[config.mk]
export PLATFORM = sky130hd
export DESIGN_NAME = uart_reg_bridge
export DESIGN_NICKNAME = d
export VERILOG_FILES = /design/src/rtl/uart_reg_bridge.sv
export SDC_FILE = /design/constraint.sdc
export NUM_CORES = 1
export LEC_CHECK = 0
export ABC_AREA = 1
export CELL_PAD_IN_SITES_DETAIL_PLACEMENT = 0
export CELL_PAD_IN_SITES_GLOBAL_PLACEMENT = 1
export CORE_UTILIZATION = 30
export DETAILED_ROUTE_END_ITERATION = 8
export GPL_TIMING_DRIVEN = 0
export HOLD_SLACK_MARGIN = 0.12
export PLACE_DENSITY_LB_ADDON = 0.3
export SYNTH_ARGS = -nofsm -noshare
export SYNTH_HDL_FRONTEND = slang
export SYNTH_SLANG_ARGS = --single-unit
[constraint.sdc]
create_clock -name iClk -period 1.6 [get_ports iClk]
set_input_delay 0.32 -clock iClk [delete_from_list [all_inputs] [get_ports iClk]]
set_output_delay 0.32 -clock iClk [all_outputs]
set_load 0.005 [all_outputs]
[src/rtl/uart_reg_bridge.sv]
// uart_reg_bridge
//   Decodes register read/write command frames popped from the RX FIFO of the
//   buffered UART. Drives an 8-bit register bus and pushes exactly one response
//   byte per frame into the TX FIFO.
//     'W'(0x57) addr data -> register write, respond 'K'(0x4B)
//     'R'(0x52) addr      -> register read, respond with the read byte
//     other first byte    -> respond 'E'(0x45), bump the error counter
//   Optional feature macro: UART_BRIDGE_TIMEOUT_EN
//     When it is defined, a frame that stalls for pTimeoutCycles clocks waiting
//     for its address or data byte is dropped. The bridge then answers 'E' and
//     bumps the error counter. When it is undefined, partial frames wait forever.
// Ports
//   iClk, iRst                     clock, asynchronous active-high reset
//   oRxRdEn, iRxEmpty, iRxData     RX FIFO read port (data valid the cycle after pop)
//   oTxWrEn, iTxFull, oTxData      TX FIFO write port
//   oRegAddr, oRegWrEn, oRegWrData register write strobe + address/data
//   oRegRdEn, iRegRdData           register read strobe (data valid the next cycle)
//   oBusy                          high while a frame is in progress
//   oErrCnt                        saturating count of bad opcodes and timeouts
module uart_reg_bridge #(
    parameter int pTimeoutCycles = 1_200_000,
    parameter int pErrCntWidth   = 8
) (
    input  logic                    iClk,
    input  logic                    iRst,
    output logic                    oRxRdEn,
    input  logic                    iRxEmpty,
    input  logic [7:0]              iRxData,
    output logic                    oTxWrEn,
    input  logic                    iTxFull,
    output logic [7:0]              oTxData,
    output logic [7:0]              oRegAddr,
    output logic                    oRegWrEn,
    output logic [7:0]              oRegWrData,
    output logic                    oRegRdEn,
    input  logic [7:0]              iRegRdData,
    output logic                    oBusy,
    output logic [pErrCntWidth-1:0] oErrCnt
);

    typedef enum logic [3:0] {
        S_OP_POP,
        S_OP_CAP,
        S_ADDR_POP,
        S_ADDR_CAP,
        S_DATA_POP,
        S_DATA_CAP,
        S_REG_WR,
        S_REG_RD,
        S_REG_CAP,
        S_RESP
    } state_t;

    localparam logic [7:0] OP_WR  = 8'h57;
    localparam logic [7:0] OP_RD  = 8'h52;
    localparam logic [7:0] RSP_OK = 8'h4B;
    localparam logic [7:0] RSP_ER = 8'h45;

    state_t                  r_state;
    logic                    r_is_wr;
    logic [7:0]              r_addr;
    logic [7:0]              r_wr_data;
    logic [7:0]              r_tx_data;
    logic [pErrCntWidth-1:0] r_err_cnt;

    logic w_pop_state;
    logic w_pop;
    logic w_push;
    logic w_bad_op;
    logic w_err_inc;
    logic w_timeout;

    // The pop strobe is decoded from state and iRxEmpty rather than registered.
    // This keeps the FIFO from ever being popped while empty. It is also forced
    // low while reset is held.
    assign w_pop_state = (r_state == S_OP_POP) || (r_state == S_ADDR_POP) ||
                         (r_state == S_DATA_POP);
    assign w_pop       = w_pop_state && !iRxEmpty && !iRst;
    assign w_push      = (r_state == S_RESP) && !iTxFull;
    assign w_bad_op    = (r_state == S_OP_CAP) && (iRxData != OP_WR) && (iRxData != OP_RD);
    assign w_err_inc   = w_bad_op || w_timeout;

`ifdef UART_BRIDGE_TIMEOUT_EN
    localparam int TO_W = $clog2(pTimeoutCycles + 1);

    logic [TO_W-1:0] r_to_cnt;
    logic            w_to_wait;

    // Down-counter reloaded on every pop. It runs only while a frame is
    // stalled mid-way, so the idle opcode wait can never time out.
    assign w_to_wait = ((r_state == S_ADDR_POP) || (r_state == S_DATA_POP)) && iRxEmpty;
    assign w_timeout = w_to_wait && (r_to_cnt == '0);

    always_ff @(posedge iClk or posedge iRst) begin
        if (iRst) begin
            r_to_cnt <= TO_W'(pTimeoutCycles - 1);
        end else if (w_pop) begin
            r_to_cnt <= TO_W'(pTimeoutCycles - 1);
        end else if (w_to_wait && (r_to_cnt != '0)) begin
            r_to_cnt <= r_to_cnt - 1'b1;
        end
    end
`else
    assign w_timeout = 1'b0;
`endif

    always_ff @(posedge iClk or posedge iRst) begin
        if (iRst) begin
            r_state   <= S_OP_POP;
            r_is_wr   <= 1'b0;
            r_addr    <= '0;
            r_wr_data <= '0;
            r_tx_data <= '0;
        end else begin
            case (r_state)
                S_OP_POP: begin
                    if (w_pop) r_state <= S_OP_CAP;
                end
                S_OP_CAP: begin
                    r_is_wr <= (iRxData == OP_WR);
                    if ((iRxData == OP_WR) || (iRxData == OP_RD)) begin
                        r_state <= S_ADDR_POP;
                    end else begin
                        r_tx_data <= RSP_ER;
                        r_state   <= S_RESP;
                    end
                end
                S_ADDR_POP: begin
                    if (w_pop) begin
                        r_state <= S_ADDR_CAP;
                    end else if (w_timeout) begin
                        r_tx_data <= RSP_ER;
                        r_state   <= S_RESP;
                    end
                end
                S_ADDR_CAP: begin
                    r_addr  <= iRxData;
                    r_state <= r_is_wr ? S_DATA_POP : S_REG_RD;
                end
                S_DATA_POP: begin
                    if (w_pop) begin
                        r_state <= S_DATA_CAP;
                    end else if (w_timeout) begin
                        r_tx_data <= RSP_ER;
                        r_state   <= S_RESP;
                    end
                end
                S_DATA_CAP: begin
                    r_wr_data <= iRxData;
                    r_state   <= S_REG_WR;
                end
                S_REG_WR: begin
                    r_tx_data <= RSP_OK;
                    r_state   <= S_RESP;
                end
                S_REG_RD: begin
                    r_state <= S_REG_CAP;
                end
                S_REG_CAP: begin
                    r_tx_data <= iRegRdData;
                    r_state   <= S_RESP;
                end
                S_RESP: begin
                    if (!iTxFull) r_state <= S_OP_POP;
                end
                default: begin
                    r_state <= S_OP_POP;
                end
            endcase
        end
    end

    // Saturates at all-ones instead of wrapping.
    always_ff @(posedge iClk or posedge iRst) begin
        if (iRst) begin
            r_err_cnt <= '0;
        end else if (w_err_inc && (r_err_cnt != '1)) begin
            r_err_cnt <= r_err_cnt + 1'b1;
        end
    end

    assign oRxRdEn    = w_pop;
    assign oTxWrEn    = w_push;
    assign oTxData    = r_tx_data;
    assign oRegAddr   = r_addr;
    assign oRegWrEn   = (r_state == S_REG_WR);
    assign oRegWrData = r_wr_data;
    assign oRegRdEn   = (r_state == S_REG_RD);
    assign oBusy      = (r_state != S_OP_POP);
    assign oErrCnt    = r_err_cnt;

endmodule
==> impl_metrics.tcl <==
set metrics [dict create \
    hold_ws_ns 0.487 \
    grt_max_degree 38 \
    worstMarginPinSlew_ns 0.792 \
    path_class "flip-flop to output pin" \
    crit_top_cell "buf_4" \
    min_path_type "flip-flop to flip-flop" \
    ys_warn_count 0 \
    cellPowerDensity_nw_per_um2 1460 \
    nNetsFinal 338 \
    fmax_mhz 617 \
    drt_wl_total_um 4880 \
    syn_avg_cell_area_um2 8.31 \
    grt_pass1_wl_um 7710 \
    yosys.area.top_type "dfrtp_1" \
    num_antenna_cells 0 \
    cts-htree-levels 2 \
    place_area_um2 2560 \
    clockPowerShare_pct 19.8 \
    synth_area_leaders "dfrtp_1 (49%), nand2_1 (14%), nand3_1 (4.7%)" \
    clkSinkCount 37 \
    gp_congestion 0.732 \
    cts_tree "done" \
    cp-start-kind "flip-flop" \
    die-area_um2 6670 \
    cp_max_fo 3 \
    clock_latency_ns 0.29 \
    io_pins 57 \
    grt_pass1_vias 1654 \
    synth_edf_count 0 \
    power_mw 4.30 \
    cts_root_buffer "clkbuf_8" \
    synthArstFlopShare_pct 100 \
    hold_violations 0 \
    synth_cell_type_count 27 \
    nFillCells 570 \
    p_int_mw 2.78 \
    num_vias 1751 \
    synth_area_um2 1900 \
    setup_viol 3 \
    antenna_found_initial 0 \
    path_cells "buf_4 -> nor2_4 -> buf_4 -> nand2_1 -> buf_2" \
    post-dp-hpwl_um 3170 \
    postCtsHoldBufs 0 \
    synth_cells 229 \
    swShare_pct 35.5 \
    max_stage_delay_ns 0.44 \
    core_area_um2 6030 \
    synth_fp_nets 250 \
    skew_ns 0.00379 \
    leakage_nw 1.51 \
    arrival_ns 1.30 \
    fp.dieW_um 81.6 \
    fin_ws_ns -0.0205 \
    max-slew-margin-rel_pct 47.1 \
    irDropWorstVdd_mv 0.699 \
    dr.first_iter.drc_count 57 \
    seqPwrFrac_pct 33.1 \
    avgViaCountPerCell 4.46 \
    failed_checks "negative setup slack" \
    required_ns 1.28 \
    drt_first_pass_iters 4 \
    power_switching_mw 1.53 \
    ys_ff_latch 37 \
    crit_path_end_kind "output pin" \
    slowest_stage "dfrtp_2" \
    cap_violations 0 \
    clk_path_buf_depth 2 \
    fin_area_um2 2960 \
    grt_setup_unrepaired "yes" \
    yosysMostFrequentCell "nand2_1" \
    synth-main-ff-cell "dfrtp_1" \
    fin_crit_sh_pct 101 \
    synth_top_area_share_pct 48.7 \
    yosysSeqAreaShare_pct 48.7 \
    status "complete, but fails checks" \
    area_delta_synth_final_pct 55.3 \
    drc 0 \
    cts_made_buffers 5 \
    die_h_um 81.6 \
    ant_nets 0 \
    wl_per_cell_um 12.4 \
    synthTopCellsByCount "nand2_1 (70), dfrtp_1 (37), inv_1 (24)" \
    grt_usage_pct 15.5 \
    layout_min_cycle_time_ns 1.62 \
    cts.clk_slew.worst_paths_ns 0.08 \
    io_buffers 56 \
    power_frac_comb_pct 47.0 \
    rows 28 \
    slew_violations 0 \
    drive_above_1_share_pct 31.8 \
    start_util_pct 31.6 \
    grt-ovfl-total 0 \
]
[registers in the layout, summed over array words and instances (netlist names)]
register    flops
oRegWrData      8
oTxData         8
r_is_wr         1
r_state         4
oRegAddr        8
oErrCnt         8
[critical path: cells and delay by family (launching register included)]
kind | cells | cell delay (ns)
AND/OR/NAND/NOR | 2 | 0.16
flip-flops | 1 | 0.44
buffers and inverters | 3 | 0.41
[cell usage in the layout (no fill, tap or decap), types with 4 or more instances in the layout]
cell,count
clkdlybuf4s50_1,50
o21ai_1,8
dfrtp_1,28
buf_4,21
dfrtp_2,9
nand3_1,18
nand2_2,5
inv_1,21
buf_6,5
nor2_4,8
nand2_1,66
o21ai_2,8
nor2_2,8
clkbuf_8,6
nor2_1,10
nand2_4,9
inv_2,7
buf_2,4
[final timing paths]
path,start,slack [ns],cells after the start,to
setup / recovery,r_state[0],-0.02,5,oBusy
hold / removal,oRegWrData[1],0.49,2,oRegWrData[1]
setup reg to reg,r_state[0],0.08,7,r_state[1]
hold reg to reg,oRegWrData[1],0.49,2,oRegWrData[1]
max in group asynchronous,iRst,0.53,2,r_state[1]
min in group asynchronous,iRst,0.51,2,oTxData[6]
[logic make-up after synthesis]
family	share of synthesized area, %
AND/OR/NAND/NOR	34.7
XOR/XNOR	1.38
adder cells (fa/ha/maj)	0.657
AO/OA/AOI/OAI	7.50
buffers and inverters	7.10
flip-flops	48.7
[metal layers]
metal  vias to the layer above  part of all wire, %  track usage [%]
met5                         -                    0                0
li1                        893                    -                -
met3                         7                  6.6             4.67
met2                        46                   47             24.6
met4                         0                  1.4             5.79
met1                       805                   45             19.8
[cell type report]
type	instances	area, µm²	area share (%)
Sequential cell	37	937	31.7
Multi-Input combinational cell	159	928	31.4
Timing Repair Buffer	80	739	25.0
Inverter	32	128	4.32
Tap cell	75	93.8	3.18
Clock buffer	7	86.3	2.92
Clock inverter	1	30.0	1.02
Buffer	2	12.5	0.423
[what timing repair did]
action | 4_1_cts | 5_1_grt
gates resized for setup | 39 | 18
gates cloned | 0 | 1
pin swaps | 6 | 5
endpoints found under the setup margin | 8 | 24
setup buffers | 16 | 8
[power groups by stage]
stage	sequential (mW)	clock, mW	combinational [mW]
after floorplan	1.43	0	0.910
after global placement	1.43	0	1.66
after detailed placement	1.43	0	1.69
after CTS	1.42	0.875	1.95
after global routing	1.47	0.920	2.21
final	1.43	0.854	2.02
[per-stage QoR]
stage / setup slack [ns] / TNS, ns / instances / utilization, %
finish: -0.0205 / -0.0391 / 393 / 49.0
global route: -0.0881 / -0.300 / 393 / 49.0
CTS: -0.139 / -0.139 / 384 / 47.0
detailed placement: -0.408 / -1.79 / 360 / 42.4
global placement: -0.487 / -19.54 / 360 / 42.4
floorplan: 0.306 / 0 / 229 / -
Note: power is estimated with default switching activity, not from simulation.
